## src/rtl/div_unit_pkg.sv

```systemverilog
// Shared types for the iterative divider: FSM state encoding and counter sizing.
package div_unit_pkg;

  typedef enum logic [1:0] {
    DIV_IDLE = 2'd0,
    DIV_BUSY = 2'd1,
    DIV_DONE = 2'd2
  } div_state_e;

  // Counter must be able to hold WIDTH itself.
  function automatic int div_cnt_w(input int w);
    return $clog2(w + 1);
  endfunction

endpackage

```

## src/rtl/div_unit_iter.sv

```systemverilog
// One combinational restoring-division step: shift in a dividend bit, trial-subtract the divisor.
module div_iter #(
  parameter int WIDTH = 32
) (
  input  logic [WIDTH-1:0] i_rem,
  input  logic             i_bit,
  input  logic [WIDTH-1:0] i_dvs,
  output logic [WIDTH-1:0] o_rem,
  output logic             o_qbit
);

  logic [WIDTH:0] w_shift;
  logic [WIDTH:0] w_diff;

  assign w_shift = {i_rem, i_bit};
  assign w_diff  = w_shift - {1'b0, i_dvs};
  // A clear MSB means the trial subtraction did not go negative.
  assign o_qbit  = ~w_diff[WIDTH];
  assign o_rem   = o_qbit ? w_diff[WIDTH-1:0] : w_shift[WIDTH-1:0];

endmodule

```

## src/rtl/div_unit.sv

```systemverilog
// Radix-2 restoring divider for DIV/DIVU; one quotient bit per BUSY cycle.
// Optional DIV_ZERO_FAST_EN: zero divisor bypasses the iteration and finishes in one cycle.
module div_unit
  import div_unit_pkg::*;
#(
  parameter int WIDTH = 32
) (
  input  logic             clk,
  input  logic             rst,
  input  logic             start,
  input  logic             signed_div,
  input  logic [WIDTH-1:0] dividend,
  input  logic [WIDTH-1:0] divisor,
  input  logic             cancel,
  output logic             stall,
  output logic             done,
  output logic [WIDTH-1:0] quotient,
  output logic [WIDTH-1:0] remainder,
  output logic [1:0]       dbg_state
);

  localparam int             CW        = div_cnt_w(WIDTH);
  localparam logic [CW-1:0]  LAST_STEP = CW'(WIDTH - 1);

  div_state_e       r_state, w_next;
  logic [CW-1:0]    r_cnt;
  logic [WIDTH-1:0] r_dvd, r_dvs, r_rem;
  logic [WIDTH-1:0] r_quotient, r_remainder;
  logic             r_q_neg, r_r_neg;

  logic             w_accept, w_last, w_zero_fast, w_qbit;
  logic [WIDTH-1:0] w_dvd_abs, w_dvs_abs, w_rem_step, w_q_raw;

  // Handshake: a request is taken in IDLE when start=1 and cancel=0; stall stays
  // high from that cycle through the last BUSY cycle, and done pulses once in DONE.
  assign w_accept = (r_state == DIV_IDLE) & start & ~cancel;
  assign w_last   = (r_state == DIV_BUSY) & (r_cnt == LAST_STEP) & ~cancel;

`ifdef DIV_ZERO_FAST_EN
  assign w_zero_fast = w_accept & (divisor == '0);
`else
  assign w_zero_fast = 1'b0;
`endif

  assign w_dvd_abs = (signed_div & dividend[WIDTH-1]) ? -dividend : dividend;
  assign w_dvs_abs = (signed_div & divisor[WIDTH-1])  ? -divisor  : divisor;

  div_iter #(.WIDTH(WIDTH)) u_iter (
    .i_rem  (r_rem),
    .i_bit  (r_dvd[WIDTH-1]),
    .i_dvs  (r_dvs),
    .o_rem  (w_rem_step),
    .o_qbit (w_qbit)
  );

  // Dividend register doubles as the quotient accumulator as bits shift out.
  assign w_q_raw = {r_dvd[WIDTH-2:0], w_qbit};

  always_ff @(posedge clk) begin
    if (!rst) r_state <= DIV_IDLE;
    else      r_state <= w_next;
  end

  always_comb begin
    w_next = r_state;
    if (cancel) begin
      w_next = DIV_IDLE;
    end else begin
      case (r_state)
        DIV_IDLE: if (start) w_next = w_zero_fast ? DIV_DONE : DIV_BUSY;
        DIV_BUSY: if (r_cnt == LAST_STEP) w_next = DIV_DONE;
        DIV_DONE: w_next = DIV_IDLE;
        default:  w_next = DIV_IDLE;
      endcase
    end
  end

  always_ff @(posedge clk) begin
    if (!rst) begin
      r_cnt       <= '0;
      r_dvd       <= '0;
      r_dvs       <= '0;
      r_rem       <= '0;
      r_q_neg     <= 1'b0;
      r_r_neg     <= 1'b0;
      r_quotient  <= '0;
      r_remainder <= '0;
    end else begin
      if (w_accept) begin
        r_dvd   <= w_dvd_abs;
        r_dvs   <= w_dvs_abs;
        r_rem   <= '0;
        r_cnt   <= '0;
        r_q_neg <= signed_div & (dividend[WIDTH-1] ^ divisor[WIDTH-1]);
        r_r_neg <= signed_div & dividend[WIDTH-1];
      end else if (r_state == DIV_BUSY) begin
        r_rem <= w_rem_step;
        r_dvd <= w_q_raw;
        r_cnt <= r_cnt + CW'(1);
      end
      // Results land on the edge into DONE so they are valid while done is high.
      if (w_zero_fast) begin
        r_quotient  <= '1;
        r_remainder <= dividend;
      end else if (w_last) begin
        r_quotient  <= r_q_neg ? -w_q_raw : w_q_raw;
        r_remainder <= r_r_neg ? -w_rem_step : w_rem_step;
      end
    end
  end

  assign stall     = rst & (w_accept | (r_state == DIV_BUSY));
  assign done      = (r_state == DIV_DONE);
  assign quotient  = r_quotient;
  assign remainder = r_remainder;
  assign dbg_state = r_state;

endmodule

```

## config.mk

```make
export PLATFORM = sky130hd
export DESIGN_NAME = div_unit
export DESIGN_NICKNAME = d
export VERILOG_FILES = /design/src/rtl/div_unit_pkg.sv /design/src/rtl/div_unit_iter.sv /design/src/rtl/div_unit.sv
export SDC_FILE = /design/constraint.sdc
export NUM_CORES = 1
export LEC_CHECK = 0
export CORE_MARGIN = 4
export CORE_UTILIZATION = 57
export DETAILED_ROUTE_END_ITERATION = 8
export GPL_ROUTABILITY_DRIVEN = 0
export PLACE_DENSITY = 0.81
export SYNTH_ARGS = -nofsm -noshare
export SYNTH_HDL_FRONTEND = slang
export SYNTH_SLANG_ARGS = --single-unit
```

## constraint.sdc

```tcl
create_clock -name clk -period 6.5 [get_ports clk]
set_input_delay 1.3 -clock clk [delete_from_list [all_inputs] [get_ports clk]]
set_output_delay 1.3 -clock clk [all_outputs]
set_load 0.02 [all_outputs]
```

==> out/results.ini <==
[placement]
io_buffers=136
placed_area_um2=12800
pre_cts_slack_ns=0.774
dp_hpwl_um=23400

[floorplanning]
dieWidth_um=149
rows=51
die_h_um=149
initial_utilization_pct=58.0
core-area_um2=19500
io_pins=137
dieArea_um2=22100

[cts]
insertion_delay_ns=0.44
cts_root_buf=clkbuf_16
cts_setup_buffers=0
cts_made_buffers=17
clk_pin_slew_ns=0.07
h-tree-depth=4
post_cts_resized=0
cts_tree=done
clockBufferDepth=2
hold_buffers=0
cts.sinks=170

[sta]
fin_crit_sh_pct=91.1
relSlewSlack_pct=31.0
slew_viol_final=0
rsz0062_at_grt=no
worst_slack_ns=0.579
finalSetupViolCount=0
setup_tns_ns=0
skew_ns=0.00886
hold_violations=0
worstMarginPinSlew_ns=1.04
max_freq_mhz=169
post-route-min-period_ns=5.92

[grt]
grt-ovfl-total=0
grt_pass1_vias=10300
grt_max_degree=98
grt_usage_pct=28.1
antenna_found_initial=0
grt_pass1_wl_um=51300

[layout]
fillers=1657
regArea_um2=3400
fin_area_um2=13300
multi_input_comb_area_um2=7370
fin_nets=1681
fin_util_pct=68.4
final_cell_mix=nand2_1 (174), dfxtp_1 (170), nor2_1 (168), a21oi_1 (146), clkdlybuf4s50_1 (136)
diodes=0
syn_to_final_growth_pct=17.8
layout_commonest_cell=nand2_1
drive_gt1_share_pct=4.29

[detailed_routing]
routed_wl_um=31600
final_antenna_net_count=0
drt_iter0_drc=1117
drt-vias-per-instance=6.12
dr.pass1.iters=6
drc_errors=0
wl_per_cell_um=17.1
routed-via-count=11300

[power_and_ir_drop]
combPwrFrac_pct=34.6
p_sw_mw=1.18
p_seq_share_pct=35.3
p_leak_nw=4.70
ir_drop_v=0.000161
p_sw_share_pct=37.3
p_int_mw=1.99
power_density_nw_per_um2=238
clockPowerShare_pct=30.1

[yosys]
synth_nets=1602
ys_seq_area_share_pct=30.1
syn_inst=1495
syn_area_um2=11300
yosys_warnings=0
synth_top_flop_cell=dfxtp_1
synth-edff-count=0
async_flop_share_pct=0
syn_avg_cell_area_um2=7.55
synth_cell_types=74
ys_ff_latch=170

[setup_path]
crit_path_max_incr_delay_ns=0.54
worstPathArrival_ns=6.24
cpLargestDelayFamily=compound AO/OA/AOI/OAI gates
critPathLaunchType=register
end_kind=register
slowest_stage=a211oi_4
crit_fanout=9
worstPathRequired_ns=6.82
cpMostUsedCell=inv_1
crit_buf_inv=3
crit_path_cell_trace=inv_1, ha_1, inv_1, fa_1, a211oi_1, o211ai_1, a211oi_2, nor4_1, a211oi_4, mux2i_1, ha_1, inv_1, or4_1, or2_2, or4_1, nor4_1, a41o_1, nand3b_1, o31ai_1, xor2_1, o21ai_0
path_class=register to register

[status]
outcome=finished, final reports clean

[worst_hold_path]
hp-class=register to register

[run]
maxCapViolations=0

## synth_stat cells, types with 27 or more instances
library cell,count,area [um2]
nor2_1,169,634
ha_1,37,463
a22oi_1,31,233
nand2_1,174,653
xor2_1,81,709
xnor2_1,51,447
o21ai_0,67,335
dfxtp_1,170,3400
o31ai_1,27,203
inv_1,53,199
nor3_1,40,200
a21oi_1,146,731
a211oi_1,82,616
clkbuf_1,73,274
## worst paths after layout
check                                 start            end  slack [ns]  cells past startpoint
worst max-delay path              r_dvd[31]  remainder[30]        0.58                     21
worst min-delay path            quotient[0]    quotient[0]        0.45                      2
worst max register to register    r_dvd[31]  remainder[30]        0.58                     21
worst min register to register  quotient[0]    quotient[0]        0.45                      2
## flip-flops by register name (all words and copies together) (netlist names)
signal,cells
r_cnt,6
r_r_neg,1
r_rem,32
quotient,32
r_q_neg,1
remainder,32
r_dvs,32
r_dvd,32
dbg_state,2
## per-stage QoR
| stage | power (mW) | std cells | hold slack, ns |
|---|---|---|---|
| floorplan | 1.93 | 1495 | 0.432 |
| global placement | 2.19 | 1820 | 0.439 |
| detailed placement | 2.21 | 1820 | 0.445 |
| CTS | 3.16 | 1851 | 0.454 |
| global route | 3.33 | 1851 | 0.479 |
| finish | 3.17 | 1851 | 0.453 |
## power groups by stage
stage | sequential, mW | clock, mW | combinational [mW]
2_1_floorplan | 1.13 | 0 | 0.806
3_3_place_gp | 1.14 | 0 | 1.05
3_5_place_dp | 1.14 | 0 | 1.07
4_1_cts | 1.12 | 0.961 | 1.08
5_1_grt | 1.12 | 1.01 | 1.20
6_report | 1.12 | 0.954 | 1.10
## layout make-up
| class | count | area share (%) |
|---|---|---|
| Sequential cell | 170 | 25.6 |
| Clock buffer | 18 | 3.23 |
| Inverter | 56 | 1.59 |
| Tap cell | 265 | 2.49 |
| Multi-Input combinational cell | 1181 | 55.4 |
| Clock inverter | 13 | 0.837 |
| Timing Repair Buffer | 148 | 10.9 |
## tightest hold or removal path, stage by stage (launching register included)
cell and delay [ns]:
dfxtp_1 0.31, nand2_1 0.05, a21oi_1 0.05
## per-layer routing
layer / part of all wire, % / track usage [%] / vias up
met2: 45 / 45.2 / 395
met3: 6.8 / 4.01 / 62
li1: - / - / 5589
met1: 45 / 38.6 / 5275
met5: 0 / 0 / -
met4: 2.9 / 10.1 / 0
## cells by family (layout without fill, tap and decap cells)
family                   after synthesis  count (layout)  share of synthesized area, %
AND/OR/NAND/NOR                      530             530                          21.7
AO/OA/AOI/OAI                        455             455                          26.3
flip-flops                           170             170                          30.1
buffers and inverters                144             235                          4.90
XOR/XNOR                             132             132                          10.2
adder cells (fa/ha/maj)               38              38                          4.28
multiplexers                          26              26                          2.47
(Power assumes the default switching activity.)
